$ cat config.mk
export PLATFORM = sky130hd
export DESIGN_NAME = store_buffer
export DESIGN_NICKNAME = d
export VERILOG_FILES = /design/src/rtl/store_buffer_pkg.sv /design/src/rtl/sb_youngest_sel.sv /design/src/rtl/store_buffer.sv
export SDC_FILE = /design/constraint.sdc
export NUM_CORES = 1
export LEC_CHECK = 0
export ABC_AREA = 1
export CAP_MARGIN = 20
export CORE_MARGIN = 2
export CORE_UTILIZATION = 45
export DETAILED_ROUTE_END_ITERATION = 7
export PLACE_DENSITY = 0.67
export SLEW_MARGIN = 20
export SYNTH_ARGS = -nofsm -noshare
export SYNTH_HDL_FRONTEND = slang
export SYNTH_SLANG_ARGS = --single-unit
$ cat constraint.sdc
create_clock -name clk -period 7.25 [get_ports clk]
set_input_delay 1.0875 -clock clk [delete_from_list [all_inputs] [get_ports clk]]
set_output_delay 1.0875 -clock clk [all_outputs]
set_load 0.01 [all_outputs]
$ cat src/rtl/store_buffer_pkg.sv
// Shared constants, width derivations and the default-width entry layout for
// the store buffer.
package store_buffer_pkg;

  localparam int SB_DATA_W = 32;
  localparam int SB_ADDR_W = 32;
  localparam int SB_DEPTH  = 4;

  function automatic int sb_strb_w(input int data_w);
    return data_w / 8;
  endfunction

  function automatic int sb_ptr_w(input int depth);
    return $clog2(depth);
  endfunction

  function automatic int sb_cnt_w(input int depth);
    return $clog2(depth) + 1;
  endfunction

  localparam int SB_STRB_W = sb_strb_w(SB_DATA_W);
  localparam int SB_PTR_W  = sb_ptr_w(SB_DEPTH);
  localparam int SB_CNT_W  = sb_cnt_w(SB_DEPTH);

  typedef struct packed {
    logic [SB_ADDR_W-1:0] addr;
    logic [SB_DATA_W-1:0] data;
    logic [SB_STRB_W-1:0] strb;
    logic                 wr;
    logic                 valid;
  } sb_entry_t;

endpackage

$ cat src/rtl/sb_youngest_sel.sv
// Priority selector: finds the youngest set bit of a match vector, searching
// backward from head-1 around the ring.
module sb_youngest_sel #(
  parameter  int DEPTH = 4,
  localparam int PTR_W = $clog2(DEPTH)
) (
  input  logic [DEPTH-1:0] match_i,
  input  logic [PTR_W-1:0] head_i,
  output logic [PTR_W-1:0] idx_o,
  output logic             hit_o
);

  logic [PTR_W-1:0] cand;

  always_comb begin
    // NOTE: every output gets a default before the loop so no path holds state (no latch).
    hit_o = 1'b0;
    idx_o = '0;
    cand  = '0;
    // k=DEPTH truncates to 0, so the last candidate checked is head itself.
    for (int k = 1; k <= DEPTH; k++) begin
      cand = head_i - PTR_W'(k);
      if (!hit_o && match_i[cand]) begin
        hit_o = 1'b1;
        idx_o = cand;
      end
    end
  end

endmodule

$ cat src/rtl/store_buffer.sv
// In-order store/load buffer with a combinational read-after-write lookup that
// forwards data from the youngest matching store.
module store_buffer
  import store_buffer_pkg::*;
#(
  parameter  int DATA_W = SB_DATA_W,
  parameter  int ADDR_W = SB_ADDR_W,
  parameter  int DEPTH  = SB_DEPTH,
  localparam int STRB_W = sb_strb_w(DATA_W),
  localparam int PTR_W  = sb_ptr_w(DEPTH),
  localparam int CNT_W  = sb_cnt_w(DEPTH)
) (
  input  logic              clk,
  input  logic              reset,
  input  logic              enq_valid,
  output logic              enq_ready,
  input  logic [ADDR_W-1:0] enq_addr,
  input  logic [DATA_W-1:0] enq_data,
  input  logic [STRB_W-1:0] enq_strb,
  input  logic              enq_wr,
  output logic              deq_valid,
  input  logic              deq_ready,
  output logic [ADDR_W-1:0] deq_addr,
  output logic [DATA_W-1:0] deq_data,
  output logic [STRB_W-1:0] deq_strb,
  output logic              deq_wr,
  input  logic [ADDR_W-1:0] lk_addr,
  input  logic [STRB_W-1:0] lk_strb,
  output logic              lk_hit,
  output logic              lk_full,
  output logic [DATA_W-1:0] lk_data,
  output logic [CNT_W-1:0]  count,
  output logic              empty,
  output logic              full
);

  typedef struct packed {
    logic [ADDR_W-1:0] addr;
    logic [DATA_W-1:0] data;
    logic [STRB_W-1:0] strb;
    logic              wr;
    logic              valid;
  } entry_t;

  entry_t           mem_q [DEPTH];
  logic [PTR_W-1:0] head_q, head_d;
  logic [PTR_W-1:0] tail_q, tail_d;
  logic [CNT_W-1:0] count_q, count_d;
  logic             enq_fire, deq_fire;
  logic [DEPTH-1:0] match;
  logic [PTR_W-1:0] sel_idx;
  logic             sel_hit;
  entry_t           sel_entry;
  entry_t           tail_entry;

  assign full      = (count_q == CNT_W'(DEPTH));
  assign empty     = (count_q == '0);
  assign count     = count_q;
  assign enq_ready = !full;
  assign deq_valid = !empty;
  assign enq_fire  = enq_valid && enq_ready;
  assign deq_fire  = deq_valid && deq_ready;

  always_comb begin
    head_d  = head_q;
    tail_d  = tail_q;
    count_d = count_q;
    if (enq_fire) head_d = head_q + PTR_W'(1);
    if (deq_fire) tail_d = tail_q + PTR_W'(1);
    case ({enq_fire, deq_fire})
      2'b10:   count_d = count_q + CNT_W'(1);
      2'b01:   count_d = count_q - CNT_W'(1);
      default: count_d = count_q;
    endcase
  end

  always_ff @(posedge clk) begin
    if (reset) begin
      // NOTE: sequential state uses <= so every flop samples pre-edge values.
      head_q  <= '0;
      tail_q  <= '0;
      count_q <= '0;
      // NOTE: payload storage is cleared too, so deq_* and lk_data read zero after reset.
      for (int i = 0; i < DEPTH; i++) mem_q[i] <= '0;
    end else begin
      head_q  <= head_d;
      tail_q  <= tail_d;
      count_q <= count_d;
      // Both firing implies neither full nor empty, so head != tail here.
      if (deq_fire) mem_q[tail_q].valid <= 1'b0;
      if (enq_fire) mem_q[head_q] <= '{addr: enq_addr, data: enq_data, strb: enq_strb,
                                        wr: enq_wr, valid: 1'b1};
    end
  end

  assign tail_entry = mem_q[tail_q];
  assign deq_addr   = tail_entry.addr;
  assign deq_data   = tail_entry.data;
  assign deq_strb   = tail_entry.strb;
  assign deq_wr     = tail_entry.wr;

  // Word-granular match; loads never forward.
  always_comb begin
    match = '0;
    for (int i = 0; i < DEPTH; i++) begin
      match[i] = mem_q[i].valid && mem_q[i].wr &&
                 (mem_q[i].addr[ADDR_W-1:2] == lk_addr[ADDR_W-1:2]);
    end
  end

  sb_youngest_sel #(.DEPTH(DEPTH)) u_sel (
    .match_i (match),
    .head_i  (head_q),
    .idx_o   (sel_idx),
    .hit_o   (sel_hit)
  );

  assign sel_entry = mem_q[sel_idx];
  assign lk_hit    = sel_hit;
  assign lk_full   = sel_hit && ((sel_entry.strb & lk_strb) == lk_strb);
  assign lk_data   = sel_hit ? sel_entry.data : '0;

endmodule

Word level (Yosys, flattened, before mapping)
Memory sizes are Yosys's and may differ from the RTL's. A register that Yosys moved wholly into a read port is not among the register bits.
Cells that the tools add are included.
{"block": "word_totals", "reg_bits": 7, "latchBits": 0, "ram_bits": 280, "mem_bits_ro": 0, "input_bits": 109, "word_cells": 81, "memories": 1}
{"block": "op_classes", "n_addsub": 7, "mul": 0, "n_div": 0, "magnitude_cmp": 4, "eq_ne": 8, "shifts": 0, "n_mux": 34, "n_bitwise": 1, "n_reduce_logical": 23}
{"memory": "mem_q", "depth": 4, "width": 70, "rd": 6, "rd_ports_with_merged_regs": 1, "write_ports": 4, "line_no": "store_buffer.sv:45", "rtl": "entry_t mem_q [DEPTH];"}
{"operator": "$mux W70", "n": 2}
{"operator": "$reduce_or A70 Y1", "n": 2}
{"operator": "$eq A30 B30 Y1", "n": 4}
{"operator": "$mux W32", "n": 1}
{"operator": "$mux W2", "n": 9}
{"operator": "$mux W1", "n": 17}
{"operator": "$logic_and A1 B1 Y1", "n": 14}
{"operator": "$lt A2 B3 Y1 const B", "n": 4}
{"operator": "$bmux W1 S2", "n": 4}
{"operator": "$pmux W3 S2", "n": 1}
{"operator": "$logic_not A1 Y1", "n": 5}
{"operator": "$add A2 B1 Y2 const B", "n": 2}
{"operator": "$and A4 B4 Y4", "n": 1}
{"operator": "$eq A4 B4 Y1", "n": 1}
{"operator": "$sub A2 B2 Y2 const B", "n": 2}
{"operator": "$add A3 B1 Y3 const B", "n": 1}
{"operator": "$eq A3 B3 Y1 const B", "n": 1}
{"operator": "$logic_not A3 Y1", "n": 1}
{"operator": "$sub A3 B1 Y3 const B", "n": 1}
{"operator": "$eq A2 B1 Y1 const B", "n": 1}
{"operator": "$eq A2 B2 Y1 const B", "n": 1}
{"operator": "$reduce_bool A2 Y1", "n": 1}
{"operator": "$sub A2 B1 Y2 const B", "n": 1}

Logic depth before layout (Yosys ltp)
An unclocked memory read counts as a cell.
{"block": "logic_depth", "word_depth": 18, "depth_mapped": 25, "ltp_nobuf": 23}

Cells and area by module
Synthesis repeated with hierarchy kept, for this count alone.
{"block": "hier_totals", "hier_cells": 2035, "area_unflattened_um2": 15889.0}
{"module": "store_buffer", "instances": 1, "cells_per_inst": 1983, "area_per_inst_um2": 15627.5, "seq_area_each_um2": 8548.2}
{"module": "sb_youngest_sel", "instances": 1, "cells_per_inst": 52, "area_per_inst_um2": 261.5, "seq_area_each_um2": 0.0}

Worst setup path after synthesis
Ideal clock, no wire load.
{"block": "synth_path", "path_type": "input-to-output", "startpoint": "input lk_addr[10]", "endpoint": "output lk_data[10]", "arrival_time_ps": 3036, "required_time_ps": 6162, "setup_slack_ps": 3127, "cell_stages": 19, "path_buffers": 2, "cell_sequence": "buf_2 -> inv_1 -> nand2_1 -> nand2_1 -> nand3_1 -> nor2_1 -> nand2_1 -> nor2_1 -> nand3_1 -> nand2_1 -> nand2_1 -> nand2_1 -> nor2_1 -> nand3b_1 -> nand2_1 -> nand2_1 -> buf_2 -> o211ai_1 -> a21oi_1"}
{"block": "synth_via", "elab_cells_between_ends": 32, "cone_classes": "eq/ne: 4; mux: 17; reduce/logical: 10; memory: 1"}
{"item": "start: declaration", "line_no": "store_buffer.sv:27", "rtl": "input logic [ADDR_W-1:0] lk_addr,"}
{"item": "$eq A30 B30 Y1", "line_no": "store_buffer.sv:107", "rtl": "(mem_q[i].addr[ADDR_W-1:2] == lk_addr[ADDR_W-1:2]);"}
{"item": "$logic_and A1 B1 Y1", "line_no": "store_buffer.sv:106", "rtl": "match[i] = mem_q[i].valid && mem_q[i].wr &&"}
{"item": "$bmux W1 S2", "line_no": "sb_youngest_sel.sv:23", "rtl": "if (!hit_o && match_i[cand]) begin"}
{"item": "$mux W1 (not written as such)", "line_no": "sb_youngest_sel.sv:23"}
{"item": "$mux W1", "line_no": "sb_youngest_sel.sv:23"}
{"item": "$logic_not A1 Y1", "line_no": "sb_youngest_sel.sv:23"}
{"item": "$logic_and A1 B1 Y1", "line_no": "sb_youngest_sel.sv:23"}
{"item": "$mux W1", "line_no": "sb_youngest_sel.sv:23"}
{"item": "$logic_not A1 Y1", "line_no": "sb_youngest_sel.sv:23"}
{"item": "$logic_and A1 B1 Y1", "line_no": "sb_youngest_sel.sv:23"}
{"item": "$mux W1", "line_no": "sb_youngest_sel.sv:23"}
{"item": "$logic_not A1 Y1", "line_no": "sb_youngest_sel.sv:23"}
{"item": "$logic_and A1 B1 Y1", "line_no": "sb_youngest_sel.sv:23"}
{"item": "$mux W1 *", "line_no": "sb_youngest_sel.sv:23"}
{"item": "via lk_hit", "line_no": "store_buffer.sv:29", "rtl": "output logic lk_hit,"}
{"item": "$mux W32 *", "line_no": "store_buffer.sv:121", "rtl": "assign lk_data = sel_hit ? sel_entry.data : '0;"}
{"item": "end: declaration", "line_no": "store_buffer.sv:31", "rtl": "output logic [DATA_W-1:0] lk_data,"}
Mark *: on every way through the listed nets, which the timed path passes. The rest lies on a longest branch. The select of a mux whose other input is x is not followed.

Worst setup path after layout
{"block": "layout_path", "startpoint": "input lk_addr[20]", "endpoint": "output lk_data[31]"}
{"block": "layout_via", "elab_chain_len": 16, "elab_cells_between_ends": 32, "cone_classes": "eq/ne: 4; mux: 17; reduce/logical: 10; memory: 1"}
{"item": "$eq A30 B30 Y1", "line_no": "store_buffer.sv:107"}
{"item": "$logic_and A1 B1 Y1", "line_no": "store_buffer.sv:106"}
{"item": "$bmux W1 S2", "line_no": "sb_youngest_sel.sv:23"}
{"item": "$mux W1 (not written as such)", "line_no": "sb_youngest_sel.sv:23"}
{"item": "$mux W1", "line_no": "sb_youngest_sel.sv:23"}
{"item": "$logic_not A1 Y1", "line_no": "sb_youngest_sel.sv:23"}
{"item": "$logic_and A1 B1 Y1", "line_no": "sb_youngest_sel.sv:23"}
{"item": "$mux W1", "line_no": "sb_youngest_sel.sv:23"}
{"item": "$logic_not A1 Y1", "line_no": "sb_youngest_sel.sv:23"}
{"item": "$logic_and A1 B1 Y1", "line_no": "sb_youngest_sel.sv:23"}
{"item": "$mux W1", "line_no": "sb_youngest_sel.sv:23"}
{"item": "$logic_not A1 Y1", "line_no": "sb_youngest_sel.sv:23"}
{"item": "$logic_and A1 B1 Y1", "line_no": "sb_youngest_sel.sv:23"}
{"item": "$mux W2", "line_no": "sb_youngest_sel.sv:23"}
{"item": "$mem_v2 Z4 W70"}
{"item": "$mux W32 *", "line_no": "store_buffer.sv:121"}
Every way passes the cells marked *; elsewhere a longest branch is shown, timed or not. The select of a mux whose other input is x is not followed.

==> flow_summary_export.csv <==
group,metric,value,unit
cts,h-tree-depth,1,
grt,grt_usage,30.5,%
routing,wl,60.5,mm
cts,cts-root-buf,"clkbuf_16",
cts,clock_sinks,289,
yosys,synth_area_leaders,"edfxtp_1, nand2_1, nor2_1",
routing,num_vias,16000,
sta,fin_tns_setup,0,ns
setup_path,r2r_slack,4.47,ns
yosys,synthesis.nets,2365,
hold_path,hold_path.class,"reg2reg",
cells_and_area,area_delta_synth_final,20.0,%
grt,overflow,0,
floorplanning,io_pins,219,
yosys,synthArstFlopShare,0,%
cts,hold_buffers,0,
job,drv_cap,0,
floorplanning,rows,71,
cts,cts_buffer_depth,3,
sta,period_needed,6.37,ns
routing,wire_per_inst,20.6,µm
routing,drc,0,
cts,cts_buffers,31,
cells_and_area,final_common_cell,"nand2_1",
cts,clk_pin_slew_worst_paths,0.06,ns
routing,ant_nets,0,
yosys,yosys_most_used_dff,"edfxtp_1",
setup_path,crit_fanout,103,
setup_path,cp.required,6.16,ns
power,p_total,5.70,mW
cts,post_cts_resized,0,
setup_path,end_kind,"output port",
cells_and_area,drive_above_1_share,5.14,%
cells_and_area,final_cell_area,20600,µm²
sta,setup_viol,0,
place,gp_congestion,1.01,
yosys,synth.yosys.warnings,0,
cells_and_area,final_nets,2525,
floorplanning,die-area,39800,µm²
sta,rsz0062_at_grt,"false",
routing,avgViaCountPerCell,5.42,
setup_path,cp.arrival,5.29,ns
place,port_buffers,216,
setup_path,cp-start-kind,"input port",
sta,worst_pin_slew,1.12,ns
setup_path,rr_endpoint,"mem_q[0][28]",
sta,drv_slew,0,
floorplanning,coreArea,37700,µm²
sta,fin_crit_sh,87.9,%
setup_path,r2r_start,"head_q[0]",
place,hpwlAfterDp,41.5,mm
sta,hold_violations,0,
routing,initialDrtViolationCount,1659,
setup_path,reg2reg_depth,5,
cts,clock_latency,0.59,ns
place,dpl_worst_slack,0.998,ns
hold_path,whs_path_depth,2,
setup_path,worstSetupPathType,"in2out",
power,peakVddDrop,205,µV
cts,cts_setup_buffers,0,
cts,cts_tree,"yes",
grt,grt_first_pass_wirelength,90.5,mm
floorplanning,die_h,199,µm
floorplanning,initial_core_util,45.6,%
outcome,status,"completed",
yosys,synth.ff_latch_count,289,
floorplanning,die_w,199,µm
sta,worst_slack,0.877,ns
hold_path,hold-path-endpoint,"mem_q[1][0]",
yosys,syn_inst,2250,
grt,grt_pass1_vias,15300,
yosys,yosysTopAreaCellShare,48.2,%
routing,first_pass_iters,6,
cells_and_area,final_cell_mix,"nand2_1, nor2_1, inv_1, edfxtp_1, clkdlybuf4s50_1",
power,powerDensity,277,nW/µm²
grt,grt_max_degree,104,
sta,slew_headroom,25.2,%
yosys,synth_edf_count,276,
yosys,synth.largest_area_cell,"edfxtp_1",
hold_path,hp-start,"mem_q[1][0]",
yosys,synth.distinct_cells,37,
sta,worst_clock_skew,0.0142,ns
yosys,synth-seq-area-share,49.8,%
power,p_leak,8.94,nW
grt,antenna_found_initial,5,
yosys,syn-cell-area,17200,µm²
yosys,syn_avg_cell_area,7.63,µm²
sta,fmax,0.157,GHz
place,dpl_cell_area,19700,µm²
critical path: stages:
cell             delay (ns)
clkdlybuf4s50_1        0.55
xnor2_1                0.52
nand2_1                0.16
nor2_1                 0.26
nand2_1                0.08
nor2_1                 0.14
nand2_1                0.13
nand2_1                0.08
nand2_1                0.08
nand2_1                0.12
nand2_2                0.10
nand3_2                0.11
nand3_2                0.17
nand3_4                0.17
buf_12                 0.31
or2_2                  0.19
o211ai_1               0.09
a21oi_1                0.20
clkdlybuf4s50_1        0.62
where the power goes:
part / internal [mW] / total [mW] / switching [mW]
Clock: 0.781 / 1.44 / 0.655
Sequential: 1.99 / 2.12 / 0.125
Combinational: 0.836 / 2.15 / 1.31
Total: 3.61 / 5.70 / 2.09
per-layer routing:
layer | wire (µm) | up-vias | track usage [%] | share of wire [%]
li1 | - | 7592 | - | -
met1 | 25700 | 7620 | 42.5 | 42
met2 | 28200 | 648 | 49.9 | 47
met3 | 5190 | 90 | 4.64 | 8.6
met4 | 1460 | 6 | 7.71 | 2.4
met5 | 46 | - | 0 | 0.076
stage by stage:
step / cells / utilization (%) / hold WS [ns]
2_1_floorplan: 2250 / - / 0.444
5_1_grt: 2944 / 54.7 / 0.538
3_3_place_gp: 2888 / 52.4 / 0.488
4_1_cts: 2943 / 54.7 / 0.512
3_5_place_dp: 2888 / 52.4 / 0.500
6_report: 2945 / 54.7 / 0.514
Yosys cell counts (10+ instances only):
library cell,instances
xnor2_1,24
nand2_1,537
nand4_1,44
inv_1,312
or2_2,32
buf_2,16
o22ai_1,10
edfxtp_1,276
a21oi_1,153
nor2_1,434
o21ai_0,155
o211ai_1,66
clkbuf_1,75
dfxtp_1,13
nand3_1,43
worst max path at each step:
stage,to,from,slack [ns]
after global placement,lk_data[20],lk_addr[15],1.00
after CTS,lk_data[31],lk_addr[15],0.98
after detailed placement,lk_data[9],lk_addr[15],1.0
final,lk_data[31],lk_addr[20],0.88
after global routing,lk_data[31],lk_addr[20],0.62
after floorplan,lk_data[10],lk_addr[10],3.13
cell families (layout without fill, tap and decap cells):
logic type	count (synthesis)	count (layout)	share of synthesized area (%)
XOR/XNOR	24	24	1.22
other	0	2	0
flip-flops	289	289	49.8
adder cells (fa/ha/maj)	6	6	0.481
AO/OA/AOI/OAI	389	389	12.5
AND/OR/NAND/NOR	1113	1113	26.3
buffers and inverters	429	611	9.76
state kept, by name (all words and copies together), names as in the netlist, named ones only:
register,cells
mem_q,280
count,3
head_q,2
tail_q,2
cell type report:
class / instances / area (µm²)
Clock inverter: 17 / 95.1
Timing Repair Buffer: 234 / 2320
Inverter: 322 / 1210
Sequential cell: 289 / 8550
Multi-Input combinational cell: 1532 / 7000
Clock buffer: 38 / 802
Fill cell: 3586 / 17000
Antenna cell: 2 / 5.00
Tap cell: 511 / 639
(Power assumes the default switching activity.)
